### src/rtl/arb_pkg.sv
// Shared types and helpers for the lock arbiter: mode/state encodings and one-hot decode.
package arb_pkg;

    typedef enum logic {
        ARB_FIXED = 1'b0,
        ARB_RR    = 1'b1
    } arb_mode_e;

    typedef enum logic [1:0] {
        ARB_IDLE  = 2'd0,
        ARB_GRANT = 2'd1,
        ARB_LOCK  = 2'd2
    } arb_state_e;

    // Highest set bit wins; callers only pass one-hot or zero vectors.
    function automatic logic [4:0] onehot_to_idx(input logic [31:0] oh);
        logic [4:0] idx;
        idx = '0;
        for (int i = 0; i < 32; i++) begin
            if (oh[i]) begin
                idx = 5'(i);
            end
        end
        return idx;
    endfunction

endpackage

### src/rtl/arb_masked_pick.sv
// Combinational picker: first unmasked request at or above start_ptr, wrapping to index 0.
module arb_masked_pick
    import arb_pkg::*;
#(
    parameter int  N_REQ = 4,
    localparam int ID_W  = (N_REQ > 1) ? $clog2(N_REQ) : 1
) (
    input  logic [N_REQ-1:0] req,
    input  logic [N_REQ-1:0] mask,
    input  logic [ID_W-1:0]  start_ptr,
    output logic [N_REQ-1:0] pick,
    output logic [ID_W-1:0]  pick_id,
    output logic             pick_vld
);

    logic [N_REQ-1:0] cand;
    logic [ID_W:0]    sum;
    logic [ID_W-1:0]  idx;
    logic             found;

    assign cand = req & ~mask;

    always_comb begin
        pick  = '0;
        found = 1'b0;
        sum   = '0;
        idx   = '0;
        for (int off = 0; off < N_REQ; off++) begin
            sum = {1'b0, start_ptr} + (ID_W + 1)'(off);
            if (sum >= (ID_W + 1)'(N_REQ)) begin
                sum = sum - (ID_W + 1)'(N_REQ);
            end
            idx = sum[ID_W-1:0];
            if (!found && cand[idx]) begin
                pick[idx] = 1'b1;
                found     = 1'b1;
            end
        end
    end

    assign pick_id  = ID_W'(onehot_to_idx(32'(pick)));
    assign pick_vld = found;

endmodule

### src/rtl/param_lock_arbiter.sv
// N-way arbiter: registered one-hot grant, fixed/round-robin pick, bounded grant lock.
// Optional per-requester starvation monitor enabled by defining ARB_STARVE_MON_EN.
module param_lock_arbiter
    import arb_pkg::*;
#(
    parameter int  N_REQ        = 4,
    parameter int  MAX_LOCK     = 8,
    parameter int  STARVE_LIMIT = 16,
    localparam int ID_W         = (N_REQ > 1) ? $clog2(N_REQ) : 1
) (
    input  logic             arb_clk,
    input  logic             arb_rst_n,
    input  logic             arb_mode,
    input  logic [N_REQ-1:0] arb_req,
    input  logic [N_REQ-1:0] arb_lock,
    output logic [N_REQ-1:0] arb_gnt,
    output logic             arb_gnt_vld,
    output logic [ID_W-1:0]  arb_gnt_id,
    output logic             arb_locked,
    output logic [N_REQ-1:0] arb_starve,
    output arb_state_e       arb_state
);

    localparam int CNT_W = $clog2(MAX_LOCK + 1);

    arb_state_e       state;
    logic [ID_W-1:0]  rr_ptr;
    logic [CNT_W-1:0] lock_cnt;
    logic             forced_q;

    logic             hold_req;
    logic             lock_full;
    logic             force_exit;
    logic [N_REQ-1:0] pick_mask;
    logic [N_REQ-1:0] pick_oh;
    logic [ID_W-1:0]  pick_id;
    logic             pick_vld;
    logic [ID_W-1:0]  start_ptr;
    logic [N_REQ-1:0] sel_gnt;
    logic [ID_W-1:0]  sel_id;
    logic [ID_W-1:0]  sel_ptr;

    assign hold_req   = arb_req[arb_gnt_id] & arb_lock[arb_gnt_id];
    assign lock_full  = (lock_cnt == CNT_W'(MAX_LOCK));
    assign force_exit = (state == ARB_LOCK) && hold_req && lock_full;
    assign pick_mask  = force_exit ? arb_gnt : '0;
    assign start_ptr  = (arb_mode_e'(arb_mode) == ARB_RR) ? rr_ptr : '0;

    arb_masked_pick #(.N_REQ(N_REQ)) u_pick (
        .req       (arb_req),
        .mask      (pick_mask),
        .start_ptr (start_ptr),
        .pick      (pick_oh),
        .pick_id   (pick_id),
        .pick_vld  (pick_vld)
    );

    // A forced release with no competing request hands the grant straight back to the holder.
    assign sel_gnt = pick_vld ? pick_oh : arb_gnt;
    assign sel_id  = pick_vld ? pick_id : arb_gnt_id;
    assign sel_ptr = (sel_id == ID_W'(N_REQ - 1)) ? '0 : sel_id + ID_W'(1);

    always_ff @(posedge arb_clk) begin
        if (!arb_rst_n) begin
            state       <= ARB_IDLE;
            arb_gnt     <= '0;
            arb_gnt_vld <= 1'b0;
            arb_gnt_id  <= '0;
            arb_locked  <= 1'b0;
            rr_ptr      <= '0;
            lock_cnt    <= '0;
            forced_q    <= 1'b0;
        end else begin
            forced_q <= 1'b0;
            case (state)
                ARB_LOCK: begin
                    if (hold_req && !lock_full) begin
                        lock_cnt <= lock_cnt + CNT_W'(1);
                    end else begin
                        lock_cnt   <= '0;
                        arb_locked <= 1'b0;
                        if (arb_req == '0) begin
                            state       <= ARB_IDLE;
                            arb_gnt     <= '0;
                            arb_gnt_vld <= 1'b0;
                            arb_gnt_id  <= '0;
                        end else begin
                            state       <= ARB_GRANT;
                            arb_gnt     <= sel_gnt;
                            arb_gnt_vld <= 1'b1;
                            arb_gnt_id  <= sel_id;
                            rr_ptr      <= sel_ptr;
                            forced_q    <= !pick_vld;
                        end
                    end
                end
                default: begin
                    if (arb_req == '0) begin
                        state       <= ARB_IDLE;
                        arb_gnt     <= '0;
                        arb_gnt_vld <= 1'b0;
                        arb_gnt_id  <= '0;
                    end else if (state == ARB_GRANT && hold_req && !forced_q) begin
                        state      <= ARB_LOCK;
                        arb_locked <= 1'b1;
                        lock_cnt   <= CNT_W'(1);
                    end else begin
                        state       <= ARB_GRANT;
                        arb_gnt     <= sel_gnt;
                        arb_gnt_vld <= 1'b1;
                        arb_gnt_id  <= sel_id;
                        rr_ptr      <= sel_ptr;
                    end
                end
            endcase
        end
    end

    assign arb_state = state;

`ifdef ARB_STARVE_MON_EN
    localparam int SW = $clog2(STARVE_LIMIT + 1);

    logic [SW-1:0] wait_cnt [N_REQ];

    // Flag compares the registered count, so it rises one cycle after the count saturates.
    always_ff @(posedge arb_clk) begin
        if (!arb_rst_n) begin
            for (int i = 0; i < N_REQ; i++) begin
                wait_cnt[i] <= '0;
            end
            arb_starve <= '0;
        end else begin
            for (int i = 0; i < N_REQ; i++) begin
                if (!arb_req[i] || arb_gnt[i]) begin
                    wait_cnt[i] <= '0;
                end else if (wait_cnt[i] != SW'(STARVE_LIMIT)) begin
                    wait_cnt[i] <= wait_cnt[i] + SW'(1);
                end
                arb_starve[i] <= (wait_cnt[i] == SW'(STARVE_LIMIT));
            end
        end
    end
`else
    assign arb_starve = '0;
`endif

endmodule
### config.mk
export PLATFORM = sky130hd
export DESIGN_NAME = param_lock_arbiter
export DESIGN_NICKNAME = d
export VERILOG_FILES = /design/src/rtl/arb_pkg.sv /design/src/rtl/arb_masked_pick.sv /design/src/rtl/param_lock_arbiter.sv
export SDC_FILE = /design/constraint.sdc
export NUM_CORES = 1
export LEC_CHECK = 0
export CORE_MARGIN = 3
export CORE_UTILIZATION = 40
export CTS_BUF_LIST = sky130_fd_sc_hd__clkbuf_16
export DETAILED_ROUTE_END_ITERATION = 8
export HOLD_SLACK_MARGIN = 0.05
export SYNTH_ARGS = -nofsm -noshare
export SYNTH_HDL_FRONTEND = slang
export SYNTH_HIERARCHICAL = 1
export SYNTH_SLANG_ARGS = --single-unit
export TNS_END_PERCENT = 10
### constraint.sdc
create_clock -name arb_clk -period 3.91 [get_ports arb_clk]
set_input_delay 0.391 -clock arb_clk [delete_from_list [all_inputs] [get_ports arb_clk]]
set_output_delay 0.391 -clock arb_clk [all_outputs]
set_load 0.05 [all_outputs]
[After elaboration in Yosys (flattened, before gate mapping)]
Index checks and enable logic that the tools add are counted.
Storage, ports and cells
  register bits: 17
  input bits: 11
  output and inout port bits: 14
Operators by class
  mux-type cells: 73
  bitwise gates (word level): 8
  $add $sub $neg: 9
  reductions and logical operators: 25
  magnitude comparators: 13
  equal/unequal tests: 9
Operators with widths (count)
  $mux W4: 15
  $mux W2: 23
  $mux W1: 25
  $lt A2 B3 Y1 const B: 5
  $bmux W1 S2: 6
  $logic_and A1 B1 Y1: 12
  $or A4 B4 Y4: 3
  $ge A3 B3 Y1 const B: 3
  $demux W1 S2: 4
  $ge A2 B1 Y1 const B: 4
  $ne A2 B2 Y1 const B: 4
  $sub A2 B1 Y2 const B: 4
  $add A2 B2 Y3 const B: 2
  $logic_not A1 Y1: 6
  $add A4 B1 Y4 const B: 1
  $and A4 B4 Y4: 1
  $eq A2 B2 Y1 const B: 2
  $eq A4 B4 Y1 const B: 1
  $logic_not A4 Y1: 1
  $not A4 Y4: 1
  $reduce_and A2 Y1: 2
  $reduce_and A4 Y1: 1
  $reduce_or A4 Y1: 1
  $add A2 B1 Y3 const B: 1
  other kinds (8): 9

[Depth between registers and ports, before layout]
  word-level depth: 29
  depth in mapped cells: 15

[By module]
The synthesis kept the hierarchy.
By module, submodules not included
  param_lock_arbiter: area an instance 1006.0 µm², instances 1, cells each 118
  arb_masked_pick: area an instance 422.9 µm², instances 1, cells each 52

[Worst setup path after synthesis]
OpenSTA, ideal clock, no wires.
  path type: register to register
  from: register arb_gnt_id[1]
  to: register rr_ptr[1]
  setup slack: 0.458 ns
  buffers on the path: 0
  data required time: 3.787 ns
  arrival: 3.329 ns
  period minus slack after synthesis: 3.452 ns
  cell stages (with the launch flop): 14
  cell sequence: dfxtp_1 > inv_2 > mux4_2 > nor3_2 > and2_1 > nor2b_1 > mux4_2 > a22o_1 > a221oi_2 > a21bo_1 > xnor2_1 > nand2_1 > o211ai_1 > mux2i_1
On the way
  word-level cells in the longest chain between the ends: 29
  elaborated cells on any way between the ends: 54
  those cells by class: add/sub: 1; eq/ne: 4; mux: 31; bitwise: 6; reduce/logical: 12
Ends and longest elaborated chain
  start, declared: line param_lock_arbiter.sv:18  | output logic [ID_W-1:0] arb_gnt_id,
  start signal, assigned: line param_lock_arbiter.sv:91  | arb_gnt_id <= sel_id;
  start signal, assigned: line param_lock_arbiter.sv:111  | arb_gnt_id <= sel_id;
  $bmux W1 S2: line param_lock_arbiter.sv:43  | assign hold_req = arb_req[arb_gnt_id] & arb_lock[arb_gnt_id];
  $mux W1 (not written as such): line param_lock_arbiter.sv:43
  $and A1 B1 Y1 *: line param_lock_arbiter.sv:43
  $logic_and A1 B1 Y1 * (2 in a row): line param_lock_arbiter.sv:45  | assign force_exit = (state == ARB_LOCK) && hold_req && lock_full;
  $mux W4 *: line param_lock_arbiter.sv:46  | assign pick_mask = force_exit ? arb_gnt : '0;
  named net pick_mask[1]: line param_lock_arbiter.sv:34  | logic [N_REQ-1:0] pick_mask;
  $not A4 Y4 *: line arb_masked_pick.sv:21  | assign cand = req & ~mask;
  $and A4 B4 Y4 *: line arb_masked_pick.sv:21
  [... 14 more ...]
  $mux W2 *: line arb_pkg.sv:20  | if (oh[i]) begin
  named net pick_id[0]: line param_lock_arbiter.sv:36  | logic [ID_W-1:0] pick_id;
  $mux W2 *: line param_lock_arbiter.sv:60  | assign sel_id = pick_vld ? pick_id : arb_gnt_id;
  $add A2 B1 Y2 / $eq A2 B2 Y1 (equally long branches): line param_lock_arbiter.sv:61  | assign sel_ptr = (sel_id == ID_W'(N_REQ - 1)) ? '0 : sel_id + ID_W'(1);
  $mux W2 *: line param_lock_arbiter.sv:61
  $mux W2 (on tied branches): line param_lock_arbiter.sv:103, param_lock_arbiter.sv:82
  $mux W2 (on tied branches): line param_lock_arbiter.sv:98, param_lock_arbiter.sv:77
  $mux W2 *: line param_lock_arbiter.sv:75  | case (state)
  end signal, assigned: line param_lock_arbiter.sv:92  | rr_ptr <= sel_ptr;
  end signal, assigned: line param_lock_arbiter.sv:112  | rr_ptr <= sel_ptr;
  end, declared: line param_lock_arbiter.sv:27  | logic [ID_W-1:0] rr_ptr;
The timed path passes the listed nets; every way through them passes the cells marked *. The select of a mux whose other input is x is not followed.
A chain may end at the register's enable or synchronous reset.

[Worst setup path in the final report]
  from: input arb_lock[0]
  to: register rr_ptr[1]
On the way
  word-level cells in the longest chain between the ends: 29
  elaborated cells on any way between the ends: 52
  those cells by class: add/sub: 1; eq/ne: 4; mux: 29; bitwise: 6; reduce/logical: 12
Ends and longest elaborated chain
  start, declared: line param_lock_arbiter.sv:15  | input logic [N_REQ-1:0] arb_lock,
  $bmux W1 S2 *: line param_lock_arbiter.sv:43
  $mux W1 (not written as such) *: line param_lock_arbiter.sv:43
  $and A1 B1 Y1 *: line param_lock_arbiter.sv:43
  $logic_and A1 B1 Y1 * (2 in a row): line param_lock_arbiter.sv:45
  $mux W4 *: line param_lock_arbiter.sv:46
  named net pick_mask[0]: line param_lock_arbiter.sv:34
  $not A4 Y4 *: line arb_masked_pick.sv:21
  $and A4 B4 Y4 *: line arb_masked_pick.sv:21
  [... 14 more ...]
  $mux W2 *: line arb_pkg.sv:20
  named net pick_id[0]: line param_lock_arbiter.sv:36
  $mux W2 *: line param_lock_arbiter.sv:60
  $add A2 B1 Y2 / $eq A2 B2 Y1 (equally long branches): line param_lock_arbiter.sv:61
  $mux W2 *: line param_lock_arbiter.sv:61
  $mux W2 (on tied branches): line param_lock_arbiter.sv:103, param_lock_arbiter.sv:82
  $mux W2 (on tied branches): line param_lock_arbiter.sv:98, param_lock_arbiter.sv:77
  $mux W2 *: line param_lock_arbiter.sv:75
Marked as above.

==> out/results.txt <==
Run status: finished clean
Setup TNS Final: 0 ps
Ant. Diodes: 0
GR Util All Layers: 0.170
Antenna-violating nets left: 0
Area growth from synthesis to layout: 23.6%
Max cap viols: 0
Worst Hold Class: register to register
Top-level I/O count: 25
Remaining DRCs: 0
Post-synthesis area per instance: 8.41 um2
Die area: 0.00433 mm2
Final setup fails: 0
Wire per inst: 14.1 um
R2r setup slk: 580 ps
Tmin final: 3570 ps
Initial antenna violation count: 0
Final instance area: 0.00177 mm2
Critical path required time: 4040 ps
RSZ-0062 raised after global routing: no
Post-synthesis adder-cell area fraction: 0.0788
Post-Synthesis Cells: 170
EDFF count, synth: 0
Vias: 1302
CTS tree: yes
Dpl cell area: 0.00168 mm2
H-tree Lvls: 1
DRT iter0 DRCs: 42
Synth Area in XOR/XNOR: 0.0123
Yosys Warn Count: 6
# Post-CTS Setup Buffers: 0
Non-Filler Instances: 241
Slew headroom: 0.429
Synth unique cells: 48
Hold_ws: 471 ps
Synth async-reset ratio: 0
Hpwl dp: 2640 um
Die height: 65.8 um
Leakage: 0.706 nW
Reg clk slew, reported paths: 50 ps
Top FF cell, synth: dfxtp_1
FF+latch count, synth: 17
Synth top area share: 0.238
Maximum vdd drop: 0.000483 V
Largest net degree at the start of global routing: 27
Cts bufs inserted: 3
Largest family of logic cells by synthesized area: simple AND/OR/NAND/NOR gates
Root Buffer: clkbuf_16
Final Hold Fails: 0
Achievable clock frequency: 280 MHz
Pwr dens: 480 mW/mm2
Placed insts: 237
Vias in the first global route: 1288
Initial Utilization: 0.422
Pins Over Slew Limit: 0
Global route overflow: 0
Cts hold-fix bufs: 0
Compound-cell area share of the yosys netlist: 0.201
Worst Tran Pin Value: 854 ps
Worst Clk Skew: 3.19 ps
Final worst-path cycle share: 0.914
Post-CTS resize count: 0
Max Root-Sink Buffers: 2
Std cell rows: 21
Top cell type by total area after synthesis: dfxtp_1
Startpoint Class: input pin
Synth top area cells: dfxtp_1 (24%), ha_1 (7.9%), nand2_1 (6.8%)
RePlAce Congestion: 0.915
Worst EP arrival: 3700 ps
Core area: 0.00339 mm2
Crit Path Max Fanout: 4
Clk sink count: 17
Post-Syn Area: 0.00143 mm2
Register area share after synthesis: 0.238
Post-synthesis simple-gate area fraction: 0.328
Pwr Total: 849 uW
Drt pass-1 iters: 4
Routed WL: 3390 um
# port buffers: 20
Element type at the critical path end: register
Mux cell area share after synthesis: 0.0771
Via-to-Cell Ratio: 5.40
First-pass GRT wire length: 5960 um
Chip Width: 65.8 um
Layout cells sized above 1: 0.144
Worst-skew pair later-pin latency: 250 ps
CP Class: input pin to register
Post-layout net count: 216
==> through the flow <==
| step | setup slack (ps) | util |
|---|---|---|
| after global placement | 140 | 0.497 |
| after CTS | 329 | 0.521 |
| after detailed placement | 77.5 | 0.497 |
| after floorplan | 458 | - |
| final | 336 | 0.521 |
| after global routing | 39.8 | 0.521 |
==> routing by layer <==
metal | track usage | share of wire | up-vias
met5 | 0 | 0 | -
li1 | - | - | 654
met3 | 0.0393 | 0.061 | 4
met1 | 0.237 | 0.49 | 605
met2 | 0.267 | 0.44 | 39
met4 | 0.0337 | 0.0050 | 0
==> kinds of logic after synthesis <==
group | Yosys count
AO/OA/AOI/OAI | 37
XOR/XNOR | 2
adder cells (fa/ha/maj) | 9
buffers and inverters | 16
flip-flops | 17
multiplexers | 6
other | 1
AND/OR/NAND/NOR | 82
==> state kept, by name, summed over array words and instances (netlist names) <==
signal and cells:
arb_gnt_id 2, arb_locked 1, arb_state 2, forced_q 1, arb_gnt 4, arb_gnt_vld 1, rr_ptr 2, lock_cnt 4
==> cells in the mapped netlist, drive strengths merged (5+ instances only) <==
master  count
ha          9
and2       11
nand3       6
inv         8
nor2b       7
o22ai       6
dfxtp      17
nand2b      6
nor2        6
a21oi       6
nand2      27
o21ai       5
nor3       10
==> critical path, cell delays in order <==
cell and delay (ps):
clkdlybuf4s50_1 530, nand2_4 50, mux4_2 490, nor3_2 220, and2_1 200, nand2b_4 150
nor2_1 50, a211oi_1 420, nor3b_1 150, a221oi_2 350, a21bo_1 280, xnor2_1 150
nand2_1 70, o211ai_1 100, mux2i_1 100
==> area by class of cell <==
cell class | instances | area [um2]
clock buffers | 3 | 75.1
repair buffers | 26 | 245
well taps | 46 | 57.6
clock inverters | 1 | 7.51
inverters | 8 | 30.0
flip-flops and latches | 17 | 340
multi-input cells | 140 | 1010
fillers | 328 | 1620
==> worst paths after layout <==
check / from / to / cells past startpoint
max: arb_lock[0] / rr_ptr[1]$_SDFFE_PN0P_ / 15
max reg2reg: arb_gnt_id[1]$_SDFFE_PN0P_ / rr_ptr[1]$_SDFFE_PN0P_ / 14
min: arb_locked$_SDFFE_PN0P_ / arb_locked$_SDFFE_PN0P_ / 2
min reg2reg: arb_locked$_SDFFE_PN0P_ / arb_locked$_SDFFE_PN0P_ / 2
==> placed cells by master (no fill, tap or decap), types with 2 or more instances in the layout <==
cell / synthesis / routed
a211o_1: 2 / 2
a211oi_1: 2 / 2
a21oi_1: 5 / 5
a22o_1: 4 / 4
a32o_1: 2 / 2
and2_1: 11 / 11
and3_1: 3 / 3
buf_4: 4 / 6
clkbuf_16: 0 / 3
clkdlybuf4s50_1: 0 / 20
conb_1: 1 / 4
dfxtp_1: 17 / 17
ha_1: 9 / 9
inv_1: 7 / 7
mux2i_1: 2 / 2
mux4_2: 4 / 4
nand2_1: 26 / 26
nand2b_1: 3 / 3
nand2b_4: 3 / 3
nand3_1: 6 / 6
nor2_1: 6 / 6
nor2b_1: 7 / 7
nor3_1: 9 / 9
nor3b_1: 2 / 2
o211ai_1: 2 / 2
o21ai_0: 3 / 3
o22ai_1: 6 / 6
==> report_power, final <==
part           internal, mW  switching (mW)  total [mW]
sequential            0.203          0.0245       0.227
clock                 0.138          0.0683       0.206
combinational         0.166           0.249       0.415
Note: power is estimated with default switching activity, not from simulation.
